File: src/rtl/wheel_adc_sampler.sv
// Periodic MAX10 ADC sampler: Avalon-ST command/response, block averaging and deadband.
// Define WHEEL_CLAMP_EN to clamp the averaged wheel value to WHEEL_MAX.
module wheel_adc_sampler #(
    parameter int unsigned SAMPLE_DIV = 50000,
    parameter logic [4:0]  CHANNEL    = 5'd1,
    parameter int unsigned AVG_LOG2   = 3,
    parameter int unsigned TIMEOUT    = 1024,
    parameter int unsigned DEADBAND   = 2,
    parameter logic [11:0] WHEEL_MAX  = 12'd3855
) (
    input  logic        clk,
    input  logic        resetN,
    output logic        cmd_valid,
    output logic [4:0]  cmd_channel,
    output logic        cmd_sop,
    output logic        cmd_eop,
    input  logic        cmd_ready,
    input  logic        rsp_valid,
    input  logic [4:0]  rsp_channel,
    input  logic [11:0] rsp_data,
    output logic [11:0] wheel,
    output logic        wheel_upd,
    output logic [7:0]  timeout_cnt
);
    localparam int DATA_W = 12;
    localparam int ACC_W  = DATA_W + AVG_LOG2;
    localparam int CNT_W  = AVG_LOG2 + 1;
    localparam int DIV_W  = $clog2(SAMPLE_DIV);
    localparam int TMR_W  = (TIMEOUT > 2) ? $clog2(TIMEOUT) : 1;

    localparam logic [DIV_W-1:0]  DIV_LAST = DIV_W'(SAMPLE_DIV - 1);
    localparam logic [TMR_W-1:0]  TMR_LAST = TMR_W'(TIMEOUT - 1);
    localparam logic [CNT_W-1:0]  CNT_LAST = CNT_W'((1 << AVG_LOG2) - 1);
    localparam logic [DATA_W-1:0] DB_LIM   = DATA_W'(DEADBAND);

`ifdef WHEEL_CLAMP_EN
    localparam bit CLAMP_EN = 1'b1;
`else
    localparam bit CLAMP_EN = 1'b0;
`endif

    typedef enum logic [2:0] {IDLE, CMD, WAIT_RSP, ACC, UPDATE} state_t;

    state_t             state, state_nxt;
    logic [DIV_W-1:0]   div_cnt;
    logic [TMR_W-1:0]   tmr;
    logic [CNT_W-1:0]   smp_cnt;
    logic [ACC_W-1:0]   acc;
    logic [DATA_W-1:0]  sample_p0;
    logic               first_done;
    logic               tick, rsp_match, tmr_last;
    logic [DATA_W-1:0]  avg_c;

    function automatic logic [DATA_W-1:0] clamp_avg(input logic [DATA_W-1:0] a);
        return (CLAMP_EN && (a > WHEEL_MAX)) ? WHEEL_MAX : a;
    endfunction

    function automatic logic [7:0] sat_inc8(input logic [7:0] v);
        return (v == 8'hFF) ? v : v + 8'd1;
    endfunction

    function automatic logic [DATA_W-1:0] abs_diff(input logic [DATA_W-1:0] a,
                                                   input logic [DATA_W-1:0] b);
        logic signed [DATA_W:0] d;
        d = $signed({1'b0, a}) - $signed({1'b0, b});
        return (d < 0) ? DATA_W'(-d) : DATA_W'(d);
    endfunction

    assign tick        = (div_cnt == DIV_LAST);
    assign rsp_match   = rsp_valid && (rsp_channel == CHANNEL);
    assign tmr_last    = (tmr == TMR_LAST);
    assign avg_c       = clamp_avg(acc[ACC_W-1:AVG_LOG2]);
    assign cmd_channel = CHANNEL;
    assign cmd_sop     = cmd_valid;
    assign cmd_eop     = cmd_valid;

    always_ff @(posedge clk) begin
        if (!resetN) state <= IDLE;
        else         state <= state_nxt;
    end

    // A matching response in the last timer cycle takes priority over the timeout.
    always_comb begin
        state_nxt = state;
        cmd_valid = 1'b0;
        case (state)
            IDLE:     if (tick) state_nxt = CMD;
            CMD: begin
                cmd_valid = 1'b1;
                if (cmd_ready) state_nxt = WAIT_RSP;
            end
            WAIT_RSP: begin
                if (rsp_match)     state_nxt = ACC;
                else if (tmr_last) state_nxt = IDLE;
            end
            ACC:      state_nxt = (smp_cnt == CNT_LAST) ? UPDATE : IDLE;
            UPDATE:   state_nxt = IDLE;
            default:  state_nxt = IDLE;
        endcase
    end

    always_ff @(posedge clk) begin
        if (!resetN) begin
            div_cnt     <= '0;
            tmr         <= '0;
            smp_cnt     <= '0;
            acc         <= '0;
            sample_p0   <= '0;
            first_done  <= 1'b0;
            wheel       <= '0;
            wheel_upd   <= 1'b0;
            timeout_cnt <= '0;
        end else begin
            div_cnt   <= tick ? '0 : div_cnt + DIV_W'(1);
            tmr       <= (state == WAIT_RSP) ? tmr + TMR_W'(1) : '0;
            wheel_upd <= 1'b0;
            case (state)
                WAIT_RSP: begin
                    if (rsp_match)     sample_p0   <= rsp_data;
                    else if (tmr_last) timeout_cnt <= sat_inc8(timeout_cnt);
                end
                // ---- stage p0 -> accumulator
                ACC: begin
                    acc     <= acc + ACC_W'(sample_p0);
                    smp_cnt <= smp_cnt + CNT_W'(1);
                end
                // ---- accumulator -> wheel
                UPDATE: begin
                    acc     <= '0;
                    smp_cnt <= '0;
                    if (!first_done || (abs_diff(avg_c, wheel) > DB_LIM)) begin
                        wheel      <= avg_c;
                        wheel_upd  <= 1'b1;
                        first_done <= 1'b1;
                    end
                end
                default: ;
            endcase
        end
    end
endmodule

File: config.mk
export PLATFORM = sky130hd
export DESIGN_NAME = wheel_adc_sampler
export DESIGN_NICKNAME = d
export VERILOG_FILES = /design/src/rtl/wheel_adc_sampler.sv
export SDC_FILE = /design/constraint.sdc
export NUM_CORES = 1
export LEC_CHECK = 0
export ABC_CLOCK_PERIOD_IN_PS = 3100
export BUFFER_PORTS_ARGS = -buffer_cell sky130_fd_sc_hd__buf_4
export CAP_MARGIN = 20
export CELL_PAD_IN_SITES_DETAIL_PLACEMENT = 0
export CELL_PAD_IN_SITES_GLOBAL_PLACEMENT = 1
export CORE_MARGIN = 3
export CORE_UTILIZATION = 41
export CTS_CLUSTER_DIAMETER = 150
export CTS_CLUSTER_SIZE = 14
export DETAILED_ROUTE_END_ITERATION = 6
export HOLD_SLACK_MARGIN = 0.15
export PLACE_DENSITY_LB_ADDON = 0.1
export SLEW_MARGIN = 10
export SYNTH_ARGS = -nofsm -noshare
export SYNTH_HDL_FRONTEND = slang
export SYNTH_SLANG_ARGS = --single-unit
File: constraint.sdc
create_clock -name clk -period 3.1 [get_ports clk]
set_input_delay 0.62 -clock clk [delete_from_list [all_inputs] [get_ports clk]]
set_output_delay 0.62 -clock clk [all_outputs]
set_load 0.02 [all_outputs]
# Word level (Yosys, flattened, before mapping)
# Cells that the tools add are included.
[op_classes]
n_reduce_logical = 12
n_eq_ne = 12
n_lt_le_gt_ge = 2
n_mux = 11
bitwise = 3
addsub = 7
[op_table]
columns = ["cell", "count"]
rows = [
  ["$pmux 15 s2", 1],
  ["$add 16x1->16 const B", 1],
  ["$eq 16x16->1 const B", 1],
  ["$add 15x12->15", 1],
  ["$mux 3", 5],
  ["$lt 13x1->1 const B", 1],
  ["$sub 12x12->13", 1],
  ["$gt 12x2->1 const B", 1],
  ["$mux 12", 1],
  ["$neg 12->12", 1],
  ["$pmux 3 s4", 1],
  ["$add 10x1->10 const B", 1],
  ["$eq 10x10->1 const B", 1],
  ["$add 8x1->8 const B", 1],
  ["$eq 8x8->1 const B", 1],
  ["$pmux 4 s2", 1],
  ["$reduce_and 2->1", 4],
  ["$eq 3x2->1 const B", 2],
  ["$eq 5x1->1 const B", 1],
  ["$add 4x1->4 const B", 1],
  ["$eq 4x3->1 const B", 1],
  ["$ne 2x2->1 const B", 2],
  ["$reduce_and 4->1", 1],
  ["$eq 3x1->1 const B", 1],
  ["other kinds (11)", 14],
]
[word_totals]
output_inout_bits = 29
wordCells = 57
regBits = 82
in_bits = 21

# Logic depth before layout (Yosys ltp)
[logic_depth]
ltp_word = 6
ltp_mapped = 16
depth_no_buf = 15

# Worst setup path before layout
# No wires, ideal clock.
[synth_timing]
path_type = "reg2reg"
start = "register wheel[0]"
end = "register wheel[10]"
path_slack_ns = -0.189
arrival_ns = 3.173
required_ns = 2.984
synth_period_minus_slack_ns = 3.289
setup_ns = 0.116
stages_incl_launch_ff = 15
path_cell_list = "dfxtp_1 -> ha_1 -> inv_1 -> fa_1 -> a211oi_4 -> nor2_4 -> xnor2_2 -> nor4_2 -> o221ai_2 -> a211o_1 -> nor4b_2 -> a21oi_2 -> buf_6 -> mux2i_1 -> nor2b_1"
[synth_between]
elab_chain_len = 6
[synth_rtl]
columns = ["item", "line", "source"]
rows = [
  ["start, declared", "21", "output logic [11:0] wheel,"],
  ["start signal, assigned", "132", "wheel <= avg_c;"],
  ["$sub 12x12->13 *", "65", "d = $signed({1'b0, a}) - $signed({1'b0, b});"],
  ["$neg 12->12 / $lt 13x1->1 (equally long branches)", "66", "return (d < 0) ? DATA_W'(-d) : DATA_W'(d);"],
  ["$mux 12 *", "66", ""],
  ["$gt 12x2->1 *", "131", "if (!first_done || (abs_diff(avg_c, wheel) > DB_LIM)) begin"],
  ["$logic_or 1x1->1 *", "131", ""],
  ["$reduce_and 2->1 (no line) *", "--", ""],
]
# Mark *: on every way between the ends. The rest lies on a longest branch, timed or not.
# A chain may end at the register's enable or synchronous reset.

# Final worst setup path
[layout_timing]
start = "register acc[3]"
end = "register wheel[1]"
[layout_between]
elab_chain_len = 6
[layout_rtl]
columns = ["item", "line", "source"]
rows = [
  ["start, declared", "48", "logic [ACC_W-1:0] acc;"],
  ["start signal, assigned", "124", "acc <= acc + ACC_W'(sample_p0);"],
  ["$sub 12x12->13 *", "65", ""],
  ["$neg 12->12 / $lt 13x1->1 (equally long branches)", "66", ""],
  ["$mux 12 *", "66", ""],
  ["$gt 12x2->1 *", "131", ""],
  ["$logic_or 1x1->1 *", "131", ""],
  ["$reduce_and 2->1 (no line) *", "--", ""],
]
# Marks and branches as above.

==> reports/summary.log <==
[floorplanning] Core Box Area 11,600 um2
[timing] final setup violating endpoints 13
[layout] Filler cells 1,082
[timing] final slew viol count 0
[logic_synthesis] async set-reset flop share out of synthesis 0
[layout] final antenna diode count 0
[run] max-cap violations 0
[route] total iterations of the first detailed-routing run 4
[layout] proportion of layout cells with a drive suffix above 1 0.230
[route] total DRC errors in the routed layout 0
[route] Final ANT Viol Nets 0
[worst_setup_path] register-to-register path setup slack -150 ps
[floorplanning] cell row count 39
[logic_synthesis] number of unique standard cell types used by synthesis 71
[clock_tree] clk sink count 82
[layout] leading cell types in the layout, fill and taps excluded buf_4 (102), dfxtp_1 (78), nor2_1 (55), nor2b_1 (39), nand2_1 (37)
[logic_synthesis] Yosys warning count 0
[clock_tree] TritonCTS Buffers 9
[logic_synthesis] synthesized area divided by synthesized cell count 8.74 um2
[floorplanning] die width 115 um
[placed_design] GPL Wtd Cong 0.821
[grt] number of antenna violations at the first check in global routing 0
[floorplanning] initial core utilization 0.425
[worst_setup_path] launch point of the worst reg-to-reg path acc[3]$_SDFFE_PN0P_
[power] Leakage 2.69 nW
[worst_setup_path] endpoint class of the critical path flip-flop
[worst_setup_path] CP arrival 3470 ps
[placed_design] number of instances in the placed design 787
[floorplanning] IO Pins 50
[worst_setup_path] Worst Setup Start Kind flip-flop
[grt] via count of the first global-routing pass 4,009
[layout] nets@finish 715
[route] Vias per Instance 5.05
[logic_synthesis] primary flip-flop cell chosen by synthesis mapping dfxtp_1
[worst_setup_path] highest net fanout along the worst path 7
[worst_setup_path] end point of the critical path wheel[1]$_SDFFE_PN0P_
[route] Starting DRT DRC Count 229
[logic_synthesis] proportion of synthesized chip area in sequential cells 0.334
[placed_design] total placed instance area 5740 um2
[layout] Final Instance Area 6170 um2
[route] Avg WL per Cell 13.3 um
[placed_design] number of port buffers 44
[timing] final hold violation count 0
[power] cell area power density 334 nW/um2
[timing] final period demand of the worst path 3250 ps
[clock_tree] H-tree levels 3
[layout] final cell count without fillers 807
[outcome] violated checks setup timing
[worst_setup_path] timing startpoint of the critical path acc[3]$_SDFFE_PN0P_
[route] Routed Wire Length 10.7 mm
[logic_synthesis] number of enable-type register cells in the synthesized netlist 0
[grt] maximum number of pins on one net before global-route repair 64
[worst_setup_path] capture instance of the worst register-to-register path wheel[1]$_SDFFE_PN0P_
[layout] Multi-input gate area 3150 um2
[floorplanning] total die area 13,300 um2
[clock_tree] buffer cell driving the clock tree root clkbuf_16
[floorplanning] die height 115 um
[layout] area of all sequential standard cells 1650 um2
[worst_setup_path] kind of critical path flip-flop to flip-flop
[power] peak ir drop on the vdd network 0.393 mV
[timing] clock tree skew after final layout 5.95 ps
[placed_design] half-perimeter wire length after placement 7.99 mm
[timing] highest attainable clock frequency 308 MHz
[timing] share of the clock period used by the worst path 1.05
[min_path] hold crit path type flip-flop to flip-flop
[layout] signed area change from the synthesized netlist to the final layout 25.7%
[clock_tree] TritonCTS clock tree yes
[grt] grt ovf 0
[logic_synthesis] Synth Instances 562
[clock_tree] clock transition at the registers of the reported paths 60 ps
[timing] final worst-path setup slack -148 ps
[timing] setup repair after global routing missed its margin yes
[route] routed vias 4,076
[worst_setup_path] worst endpoint required time 3330 ps
[layout] final core occ 0.534
[grt] wire length of the first global-routing pass 18.7 mm
[timing] Least-Margin Pin Slew 631 ps
[timing] normalized max-slew margin 0.569
[clock_tree] Hold Buf Count CTS 0
[clock_tree] Longest Clk Path Bufs 2
[worst_setup_path] logic depth of the worst register-to-register path 17
[logic_synthesis] flop and latch count out of synthesis 82
[outcome] result of the run complete, but fails checks
[grt] gr usage total 0.175
[layout] most common cell after layout, fill and taps aside buf_4
[logic_synthesis] cell area after synthesis 4910 um2
[clock_tree] clock latency on the worst-skew pair 340 ps
## sequential cells by signal, summed over array words and instances (netlist names)
signal and cells:
div_cnt 16, acc 15, sample_p0 12, wheel 12, tmr 10, timeout_cnt 8, smp_cnt 4, state 3
first_done 1, wheel_upd 1
## worst max-delay path, cell delays in order (launching register included)
cell and delay, ps:
dfxtp_2 320, inv_2 60, ha_4 130, inv_2 30, fa_2 390, a211oi_4 300, nor2_4 70, xnor2_2 160
buf_4 180, nor4_4 180, o221ai_2 120, a211o_1 310, nor4b_4 250, buf_4 180, a21oi_4 60, buf_12 170
mux2i_1 150, nor2b_1 60
## where the power goes
part           total [mW]  switching [mW]  internal (mW)
logic              0.0506          0.0238         0.0267
clock network       0.949           0.400          0.548
registers            1.06         0.00303           1.06
## Yosys cell counts (all sizes together) (11+ instances only)
cell	count	share of area
a21oi	21	0.022
and2	12	0.015
and3	12	0.015
clkbuf	11	0.0087
dfxtp	82	0.33
ha	30	0.076
inv	31	0.024
mux2i	28	0.058
nand2	37	0.028
nand3	29	0.031
nor2	56	0.044
nor2b	39	0.050
o21ai	19	0.019
xnor2	23	0.043
xor2	22	0.041
## cell families (layout without fill, tap and decap cells)
kind of cell	after synthesis	count (layout)	synth area share
buffers and inverters	52	150	0.0477
adder cells (fa/ha/maj)	32	32	0.0846
AND/OR/NAND/NOR	230	230	0.252
other	2	5	0.00153
XOR/XNOR	45	45	0.0833
multiplexers	28	28	0.0578
flip-flops	82	82	0.334
AO/OA/AOI/OAI	91	92	0.139
## how the worst min path moves through the flow
stage,startpoint,end,cells past startpoint
floorplan,div_cnt[0]$_SDFF_PP0_,div_cnt[0]$_SDFF_PP0_,1
global placement,tmr[0]$_SDFF_PN0_,tmr[0]$_SDFF_PN0_,1
detailed placement,tmr[0]$_SDFF_PN0_,tmr[0]$_SDFF_PN0_,1
CTS,tmr[0]$_SDFF_PN0_,tmr[0]$_SDFF_PN0_,1
global route,tmr[0]$_SDFF_PN0_,tmr[0]$_SDFF_PN0_,1
finish,tmr[0]$_SDFF_PN0_,tmr[0]$_SDFF_PN0_,1
## layer usage
metal | part of all wire | vias to the layer above | global-route usage
met2 | 0.45 | 44 | 0.273
met3 | 0.038 | 15 | 0.0491
li1 | - | 2144 | -
met5 | 0 | - | 0
met1 | 0.50 | 1873 | 0.235
met4 | 0.017 | 0 | 0.0595
## final cells by class
type,instances,area share
Tap cell,143,0.0290
Multi-Input combinational cell,432,0.511
Inverter,31,0.0189
Timing Repair Buffer,106,0.133
Clock buffer,10,0.0387
Sequential cell,82,0.267
Clock inverter,3,0.00304
## repair_timing
action | 4_1_cts | 5_1_grt
pin swaps | 7 | 4
gates cloned | 1 | 0
endpoints found under the setup margin | 13 | 13
setup buffers | 6 | 1
resized for setup | 16 | 7
## through the flow
step           hold slack (ps)  power, mW  worst slack, ps  setup TNS [ps]
6_report                   467       2.06             -148           -1530
3_3_place_gp               443       1.13             -385           -4820
3_5_place_dp               450       1.14             -473           -5870
4_1_cts                    465       2.10             -116           -1140
2_1_floorplan              430       1.12             11.2               0
5_1_grt                    495       2.15             -328           -3770
Note: power is estimated with default switching activity, not from simulation.
